`config.mk`:
```
export PLATFORM = sky130hd
export DESIGN_NAME = execute_cycle
export DESIGN_NICKNAME = d
export VERILOG_FILES = /design/src/rtl/execute_cycle.sv
export SDC_FILE = /design/constraint.sdc
export NUM_CORES = 1
export LEC_CHECK = 0
export CAP_MARGIN = 20
export CORE_AREA = 2 2 214 237
export CTS_CLUSTER_DIAMETER = 40
export DETAILED_ROUTE_END_ITERATION = 8
export DIE_AREA = 0 0 216 239
export PLACE_DENSITY_LB_ADDON = 0.25
export SETUP_SLACK_MARGIN = 0.2
export SYNTH_ARGS = -nofsm -noshare
export SYNTH_HDL_FRONTEND = slang
export SYNTH_SLANG_ARGS = --single-unit
```
`constraint.sdc`:
```
create_clock -name clk -period 11.11 [get_ports clk]
set_clock_uncertainty 0.15 [all_clocks]
set_input_delay 3.333 -clock clk [delete_from_list [all_inputs] [get_ports clk]]
set_output_delay 3.333 -clock clk [all_outputs]
set_load 0.005 [all_outputs]
```
`src/rtl/execute_cycle.sv`:
```
// execute_cycle: execute (E) stage of the 5-stage pipeline.
//   Forwards operands, runs the ALU, resolves branches and registers the
//   E/M pipeline signals. MUL runs on an iterative shift-add multiplier that
//   retires MUL_BITS_PER_CYCLE multiplier bits per clock; while it is running
//   StallE holds the front end and bubbles are written into M.
// Ports:
//   clk, rst                      clock, synchronous active-high reset
//   RegWriteE..JumpE              decoded controls (all zero = bubble)
//   ALUControlE                   operation select (0..9, others = ADD)
//   RD1_E, RD2_E, Imm_Ext_E       register operands and immediate
//   PCE, PCPlus4E                 PC values of the instruction in E
//   RD_E                          destination register
//   ForwardA_E, ForwardB_E        forwarding selects (00 RF, 01 W, 10 M)
//   ResultW                       writeback value for forwarding
//   RegWriteM..ALU_ResultM        registered E/M outputs
//   PCSrcE, PCTargetE             combinational redirect and target
//   StallE                        high while a MUL occupies E, not complete
module execute_cycle #(
  parameter int unsigned DATA_W             = 32,
  parameter int unsigned REG_ADDR_W         = 6,
  parameter int unsigned MUL_BITS_PER_CYCLE = 1
) (
  input  logic                  clk,
  input  logic                  rst,
  input  logic                  RegWriteE,
  input  logic                  MemWriteE,
  input  logic                  ResultSrcE,
  input  logic                  ALUSrcE,
  input  logic                  BranchE,
  input  logic                  JumpE,
  input  logic [3:0]            ALUControlE,
  input  logic [DATA_W-1:0]     RD1_E,
  input  logic [DATA_W-1:0]     RD2_E,
  input  logic [DATA_W-1:0]     Imm_Ext_E,
  input  logic [DATA_W-1:0]     PCE,
  input  logic [DATA_W-1:0]     PCPlus4E,
  input  logic [REG_ADDR_W-1:0] RD_E,
  input  logic [1:0]            ForwardA_E,
  input  logic [1:0]            ForwardB_E,
  input  logic [DATA_W-1:0]     ResultW,
  output logic                  RegWriteM,
  output logic                  MemWriteM,
  output logic                  ResultSrcM,
  output logic [REG_ADDR_W-1:0] RD_M,
  output logic [DATA_W-1:0]     PCPlus4M,
  output logic [DATA_W-1:0]     WriteDataM,
  output logic [DATA_W-1:0]     ALU_ResultM,
  output logic                  PCSrcE,
  output logic [DATA_W-1:0]     PCTargetE,
  output logic                  StallE
);

  localparam int unsigned MUL_ITERS = DATA_W / MUL_BITS_PER_CYCLE;
  localparam int unsigned CNT_W     = $clog2(MUL_ITERS + 1);

  typedef enum logic {IDLE, BUSY} mul_state_t;

  mul_state_t              state, state_next;
  logic [DATA_W-1:0]       src_a, src_b, write_data, alu_result, diff;
  logic                    zero;
  logic                    mul_start, mul_done;
  logic [CNT_W-1:0]        mul_cnt;
  logic [DATA_W-1:0]       mul_acc, mul_mcand, mul_mplier, step_acc;
  logic                    mul_rw, mul_mw, mul_rs;
  logic [REG_ADDR_W-1:0]   mul_rd;
  logic [DATA_W-1:0]       mul_pc4, mul_wd;

  always_comb begin
    case (ForwardA_E)
      2'b01:   src_a = ResultW;
      2'b10:   src_a = ALU_ResultM;
      default: src_a = RD1_E;
    endcase
    case (ForwardB_E)
      2'b01:   write_data = ResultW;
      2'b10:   write_data = ALU_ResultM;
      default: write_data = RD2_E;
    endcase
    src_b = ALUSrcE ? Imm_Ext_E : write_data;
  end

  always_comb begin
    alu_result = '0;
    case (ALUControlE)
      4'd1:    alu_result = src_a - src_b;
      4'd2:    alu_result = src_a & src_b;
      4'd3:    alu_result = src_a | src_b;
      4'd4:    alu_result = src_a ^ src_b;
      4'd5:    alu_result[0] = $signed(src_a) < $signed(src_b);
      4'd6:    alu_result = src_a << src_b[4:0];
      4'd7:    alu_result = src_a >> src_b[4:0];
      4'd8:    alu_result = $signed(src_a) >>> src_b[4:0];
      default: alu_result = src_a + src_b;
    endcase
  end

  assign diff      = src_a - src_b;
  assign zero      = (diff == '0);
  assign PCSrcE    = JumpE | (BranchE & zero);
  assign PCTargetE = PCE + Imm_Ext_E;

  // One shift-add step: add the multiplicand for every set multiplier bit
  // of the current digit.
  always_comb begin
    step_acc = mul_acc;
    for (int unsigned i = 0; i < MUL_BITS_PER_CYCLE; i++) begin
      if (mul_mplier[i]) step_acc = step_acc + (mul_mcand << i);
    end
  end

  // The arrival cycle counts as the first stall cycle; the last BUSY cycle
  // (counter at 1) drops StallE and writes the final step's sum into M.
  always_comb begin
    mul_start  = (state == IDLE) && (ALUControlE == 4'd9);
    mul_done   = (state == BUSY) && (mul_cnt == CNT_W'(1));
    StallE     = mul_start || ((state == BUSY) && (mul_cnt > CNT_W'(1)));
    state_next = state;
    case (state)
      IDLE:    if (mul_start) state_next = BUSY;
      BUSY:    if (mul_done) state_next = IDLE;
      default: state_next = IDLE;
    endcase
  end

  always_ff @(posedge clk) begin
    if (rst) begin
      state       <= IDLE;
      mul_cnt     <= '0;
      mul_acc     <= '0;
      mul_mcand   <= '0;
      mul_mplier  <= '0;
      mul_rw      <= 1'b0;
      mul_mw      <= 1'b0;
      mul_rs      <= 1'b0;
      mul_rd      <= '0;
      mul_pc4     <= '0;
      mul_wd      <= '0;
      RegWriteM   <= 1'b0;
      MemWriteM   <= 1'b0;
      ResultSrcM  <= 1'b0;
      RD_M        <= '0;
      PCPlus4M    <= '0;
      WriteDataM  <= '0;
      ALU_ResultM <= '0;
    end else begin
      state <= state_next;

      if (mul_start) begin
        mul_mcand  <= src_a;
        mul_mplier <= src_b;
        mul_acc    <= '0;
        mul_cnt    <= CNT_W'(MUL_ITERS);
        mul_rw     <= RegWriteE;
        mul_mw     <= MemWriteE;
        mul_rs     <= ResultSrcE;
        mul_rd     <= RD_E;
        mul_pc4    <= PCPlus4E;
        mul_wd     <= write_data;
      end else if (state == BUSY) begin
        mul_acc    <= step_acc;
        mul_mcand  <= mul_mcand << MUL_BITS_PER_CYCLE;
        mul_mplier <= mul_mplier >> MUL_BITS_PER_CYCLE;
        mul_cnt    <= mul_cnt - CNT_W'(1);
      end

      if (StallE) begin
        RegWriteM   <= 1'b0;
        MemWriteM   <= 1'b0;
        ResultSrcM  <= 1'b0;
        RD_M        <= '0;
        PCPlus4M    <= '0;
        WriteDataM  <= '0;
        ALU_ResultM <= '0;
      end else if (mul_done) begin
        RegWriteM   <= mul_rw;
        MemWriteM   <= mul_mw;
        ResultSrcM  <= mul_rs;
        RD_M        <= mul_rd;
        PCPlus4M    <= mul_pc4;
        WriteDataM  <= mul_wd;
        ALU_ResultM <= step_acc;
      end else begin
        RegWriteM   <= RegWriteE;
        MemWriteM   <= MemWriteE;
        ResultSrcM  <= ResultSrcE;
        RD_M        <= RD_E;
        PCPlus4M    <= PCPlus4E;
        WriteDataM  <= write_data;
        ALU_ResultM <= alu_result;
      end
    end
  end

endmodule

```
==> impl_summary.log <==
[metrics] routed vias: roughly 30000
[metrics] startpoint of the worst register-to-register path: ALU_ResultM[0]$_SDFF_PP0_
[metrics] number of endpoints failing setup at the final stage: 1
[metrics] worst IR drop on VDD: 0.121 mV
[metrics] top-area cell type share of the netlist area: around 23%
[metrics] Critical Setup Path Class: in -> out
[metrics] cell type with the highest aggregate area in the netlist: sky130_fd_sc_hd__dfxtp_1
[metrics] Detailed Routing Iterations Pass 1: 7
[metrics] root buf cell: sky130_fd_sc_hd__clkbuf_16
[metrics] post-layout net count: 4399
[metrics] maximum clock rate: between 80 and 90 MHz
[metrics] Synth Flop Type: sky130_fd_sc_hd__dfxtp_1
[metrics] vias per cell: around 6.3
[metrics] pins over their slew limit: 0
[metrics] startpoint of the most critical setup path: ForwardB_E[0]
[metrics] antenna violations before repair: 10
[metrics] proportion of power drawn by combinational gates: between 40 and 50%
[metrics] total net switching power: 1.88 mW
[metrics] leakage component of the power: about 14 nW
[metrics] final critical-path setup slack: -305 ps
[metrics] reg-to-reg endpoint: ALU_ResultM[26]$_SDFF_PP0_
[metrics] source-to-sink clock delay at the later pin of the worst-skew pair: a little over 600 ps
[metrics] PD cells: ~150 mW/mm2
[metrics] most frequently used cell type in the post-synthesis netlist: sky130_fd_sc_hd__nand2_1
[metrics] RSZ-0062 raised after global routing: yes
[metrics] Die Y-Extent: approximately 240 um
[metrics] tightest slew margin relative to the limit: between 20% and 30%
[metrics] post-detailed-placement half-perimeter wirelength: 97.8 mm
[metrics] crit path to: PCSrcE
[metrics] Die X: approximately 220 um
[metrics] detailed-route wire length: approximately 130 mm
[metrics] clock sinks: ~280
[metrics] standard cell core area: approximately 0.049 mm2
[metrics] number of hold buffers added after CTS: 0
[metrics] gp weighted congestion: ~1.1
[metrics] crit start category: input port
[metrics] Distinct cells, synth: 96
[metrics] effective utilization at floorplan: around half
[metrics] worst setup timing slack at the placement stage: -1290 ps
[metrics] post-synthesis sequential element count: between 200 and 300
[metrics] minimum hold slack: about 280 ps
[metrics] Iter 0 DRT Violations: between 3000 and 4000
[metrics] clock-pin slew reported for the worst setup and hold paths after clock tree synthesis: around 60 ps
[metrics] failing checks: setup timing
[metrics] total grt overflow: 0
[metrics] largest cells by area after synthesis: sky130_fd_sc_hd__dfxtp_1, sky130_fd_sc_hd__nand2_1, sky130_fd_sc_hd__a21oi_1, sky130_fd_sc_hd__ha_1, sky130_fd_sc_hd__mux2i_1
[metrics] number of failing hold endpoints at the final stage: 0
[metrics] pin count of the biggest net entering global routing: 90
[metrics] number of H-tree levels: 2
[metrics] Yosys warnings: 0
[metrics] instance count of the mapped netlist: between 3000 and 4000
[metrics] TritonCTS clock tree: done
[metrics] time the final worst path needs with I/O delays and setup: about 11000 ps
[metrics] clock network fraction of design power: 32.8%
[metrics] global-route wire length before repair: between 150 and 200 mm
[metrics] number of standard-cell rows in the floorplan: 86
[metrics] area of the die: approximately 0.052 mm2
[metrics] Reg2Reg Setup Slack: about 5600 ps
[metrics] data arrival time of the worst path: a little under 8000 ps
[metrics] Sequential Power Share: 23.3%
[metrics] share of synthesized area occupied by flip-flops and latches: 23.1%
[metrics] quantity of I/O buffers inserted on ports: around 350
[metrics] outcome: finished with violations
[metrics] maximum root-to-sink buffer count: 3
[metrics] mapped cell area: around 0.024 mm2
[metrics] design internal power: slightly below 3 mW
[metrics] worst-path fanout max: 4
[metrics] cell depth of the worst flop-to-flop path: 18
[metrics] sw frac: around two fifths
[metrics] count of flip-flops with a built-in enable after synthesis: 0
[metrics] Area growth, synth to finish: 36.6%
[metrics] number of buffers added by the clock tree synthesis step: 49
[metrics] top cells by instance count after synthesis: sky130_fd_sc_hd__nand2_1, sky130_fd_sc_hd__a21oi_1, sky130_fd_sc_hd__nor2_1, sky130_fd_sc_hd__dfxtp_1, sky130_fd_sc_hd__o21ai_0
[metrics] syn avg cell area: between 7 and 8 um2
[metrics] via count of the first global-routing pass: around 28000
[metrics] final antenna-violating net count: 0
[metrics] number of max-cap violations: 0
[metrics] data required time at the worst endpoint: about 7600 ps
[metrics] total DRC errors in the routed layout: 0
[metrics] number of placed I/O pins: 353
[metrics] wire length per cell: approximately 27 um
[metrics] crit share post-route: 103%
[metrics] type of element capturing the critical path: primary output
[metrics] async set-or-reset flop fraction in the synthesized netlist: 0%
[metrics] All-Layer GR Usage: between 40% and 50%
[metrics] net count of the mapped netlist: between 3000 and 4000
[metrics] Min-Delay Path Class: reg -> reg
[metrics] Slew @ Worst Pin: around 1200 ps
[metrics] proportion of layout cells with a drive suffix above 1: 16.0%
==> kinds of logic after synthesis <==
| group | Yosys count | synth area share [%] |
|---|---|---|
| flip-flops | 281 | 23.1 |
| XOR/XNOR | 98 | 3.52 |
| buffers and inverters | 364 | 6.04 |
| adder cells (fa/ha/maj) | 170 | 8.86 |
| AND/OR/NAND/NOR | 1206 | 21.1 |
| multiplexers | 203 | 8.60 |
| AO/OA/AOI/OAI | 1126 | 28.8 |
==> worst min-delay path by stage <==
stage,startpoint,cells past startpoint,endpoint
final,mul_pc4[1]$_SDFFE_PP0P_,2,PCPlus4M[1]$_SDFF_PP0_
after detailed placement,mul_pc4[9]$_SDFFE_PP0P_,2,PCPlus4M[9]$_SDFF_PP0_
after global placement,mul_pc4[3]$_SDFFE_PP0P_,2,PCPlus4M[3]$_SDFF_PP0_
after CTS,mul_wd[12]$_SDFFE_PP0P_,2,WriteDataM[12]$_SDFF_PP0_
after global routing,mul_wd[12]$_SDFFE_PP0P_,2,WriteDataM[12]$_SDFF_PP0_
after floorplan,mul_mw$_SDFFE_PP0P_,2,MemWriteM$_SDFF_PP0_
==> final cells by class <==
cell class | count | area, um2
Antenna cell | 6 | 15.0
Clock buffer | 61 | 1350
Clock inverter | 30 | 395
Fill cell | 4383 | 16200
Inverter | 116 | 443
Multi-Input combinational cell | 2803 | 17700
Sequential cell | 281 | 5630
Tap cell | 660 | 826
Timing Repair Buffer | 764 | 6870
==> through the flow <==
step	total power, mW	utilization, %	setup TNS [ps]	area (um2)	std cells
6_report	4.83	67.2	-305	33300	4721
5_1_grt	4.97	67.2	-443	33300	4719
4_1_cts	4.74	67.1	-283	33200	4715
3_5_place_dp	3.12	62.8	-1290	31100	4616
2_1_floorplan	2.14	-	0	24600	3448
3_3_place_gp	3.13	62.8	-1270	31100	4614
==> critical path, cell delays in order <==
cell                        delay [ps]
sky130_fd_sc_hd__buf_8              90
sky130_fd_sc_hd__buf_6             110
sky130_fd_sc_hd__inv_8              30
sky130_fd_sc_hd__ha_4              280
sky130_fd_sc_hd__or3b_4            390
sky130_fd_sc_hd__o211ai_4          100
sky130_fd_sc_hd__inv_2              80
sky130_fd_sc_hd__ha_4              170
sky130_fd_sc_hd__fa_2              550
sky130_fd_sc_hd__nand3_2           100
sky130_fd_sc_hd__a21oi_2           160
sky130_fd_sc_hd__nand3_2           130
sky130_fd_sc_hd__a2111oi_4         270
sky130_fd_sc_hd__nand4_1           130
sky130_fd_sc_hd__or4_4             540
sky130_fd_sc_hd__nor4_4            270
sky130_fd_sc_hd__nand4_1           150
sky130_fd_sc_hd__or4b_4            510
sky130_fd_sc_hd__o41ai_4           260
sky130_fd_sc_hd__buf_4             180
sky130_fd_sc_hd__buf_6              90
==> cell usage in the layout, fill, tap and decap left out, types with 68 or more instances in the layout <==
| master | Yosys | layout |
|---|---|---|
| sky130_fd_sc_hd__mux2i_1 | 171 | 171 |
| sky130_fd_sc_hd__nand2_1 | 637 | 635 |
| sky130_fd_sc_hd__inv_1 | 105 | 102 |
| sky130_fd_sc_hd__buf_4 | 9 | 389 |
| sky130_fd_sc_hd__xnor2_1 | 70 | 69 |
| sky130_fd_sc_hd__o21ai_0 | 189 | 178 |
| sky130_fd_sc_hd__a211oi_1 | 69 | 68 |
| sky130_fd_sc_hd__nor2_1 | 309 | 307 |
| sky130_fd_sc_hd__ha_1 | 166 | 153 |
| sky130_fd_sc_hd__a21oi_1 | 443 | 433 |
| sky130_fd_sc_hd__dfxtp_1 | 281 | 279 |
| sky130_fd_sc_hd__clkdlybuf4s50_1 | 0 | 344 |
==> repair_timing <==
item	in CTS	in global routing
buffers inserted	6	0
cloned	2	0
gates resized for setup	72	10
endpoints found under the setup margin	3	3
pin swaps	25	2
==> layer usage <==
| metal | GRT usage, % | vias to the layer above | part of all wire, % |
|---|---|---|---|
| li1 | - | 13500 | - |
| met1 | 54.3 | 13900 | 36 |
| met2 | 73.2 | 2053 | 44 |
| met3 | 11.8 | 522 | 11 |
| met4 | 36.9 | 2 | 9.2 |
| met5 | 0 | - | 0.0087 |
==> sequential cells by signal (all words and copies together), names as in the netlist <==
name         cells
mul_rw           1
PCPlus4M        32
mul_pc4         32
mul_mw           1
mul_cnt          6
mul_rs           1
mul_wd          32
MemWriteM        1
ALU_ResultM     32
mul_acc         32
ResultSrcM       1
RD_M             6
RegWriteM        1
mul_mcand       32
mul_mplier      32
state            1
WriteDataM      32
mul_rd           6
==> power groups by stage <==
stage	Sequential, mW	Combinational [mW]	Clock, mW
2_1_floorplan	1.11	1.03	0
4_1_cts	1.12	2.04	1.59
3_5_place_dp	1.14	1.98	0
3_3_place_gp	1.14	1.99	0
5_1_grt	1.12	2.21	1.63
6_report	1.12	2.12	1.58
(Power assumes the default switching activity.)
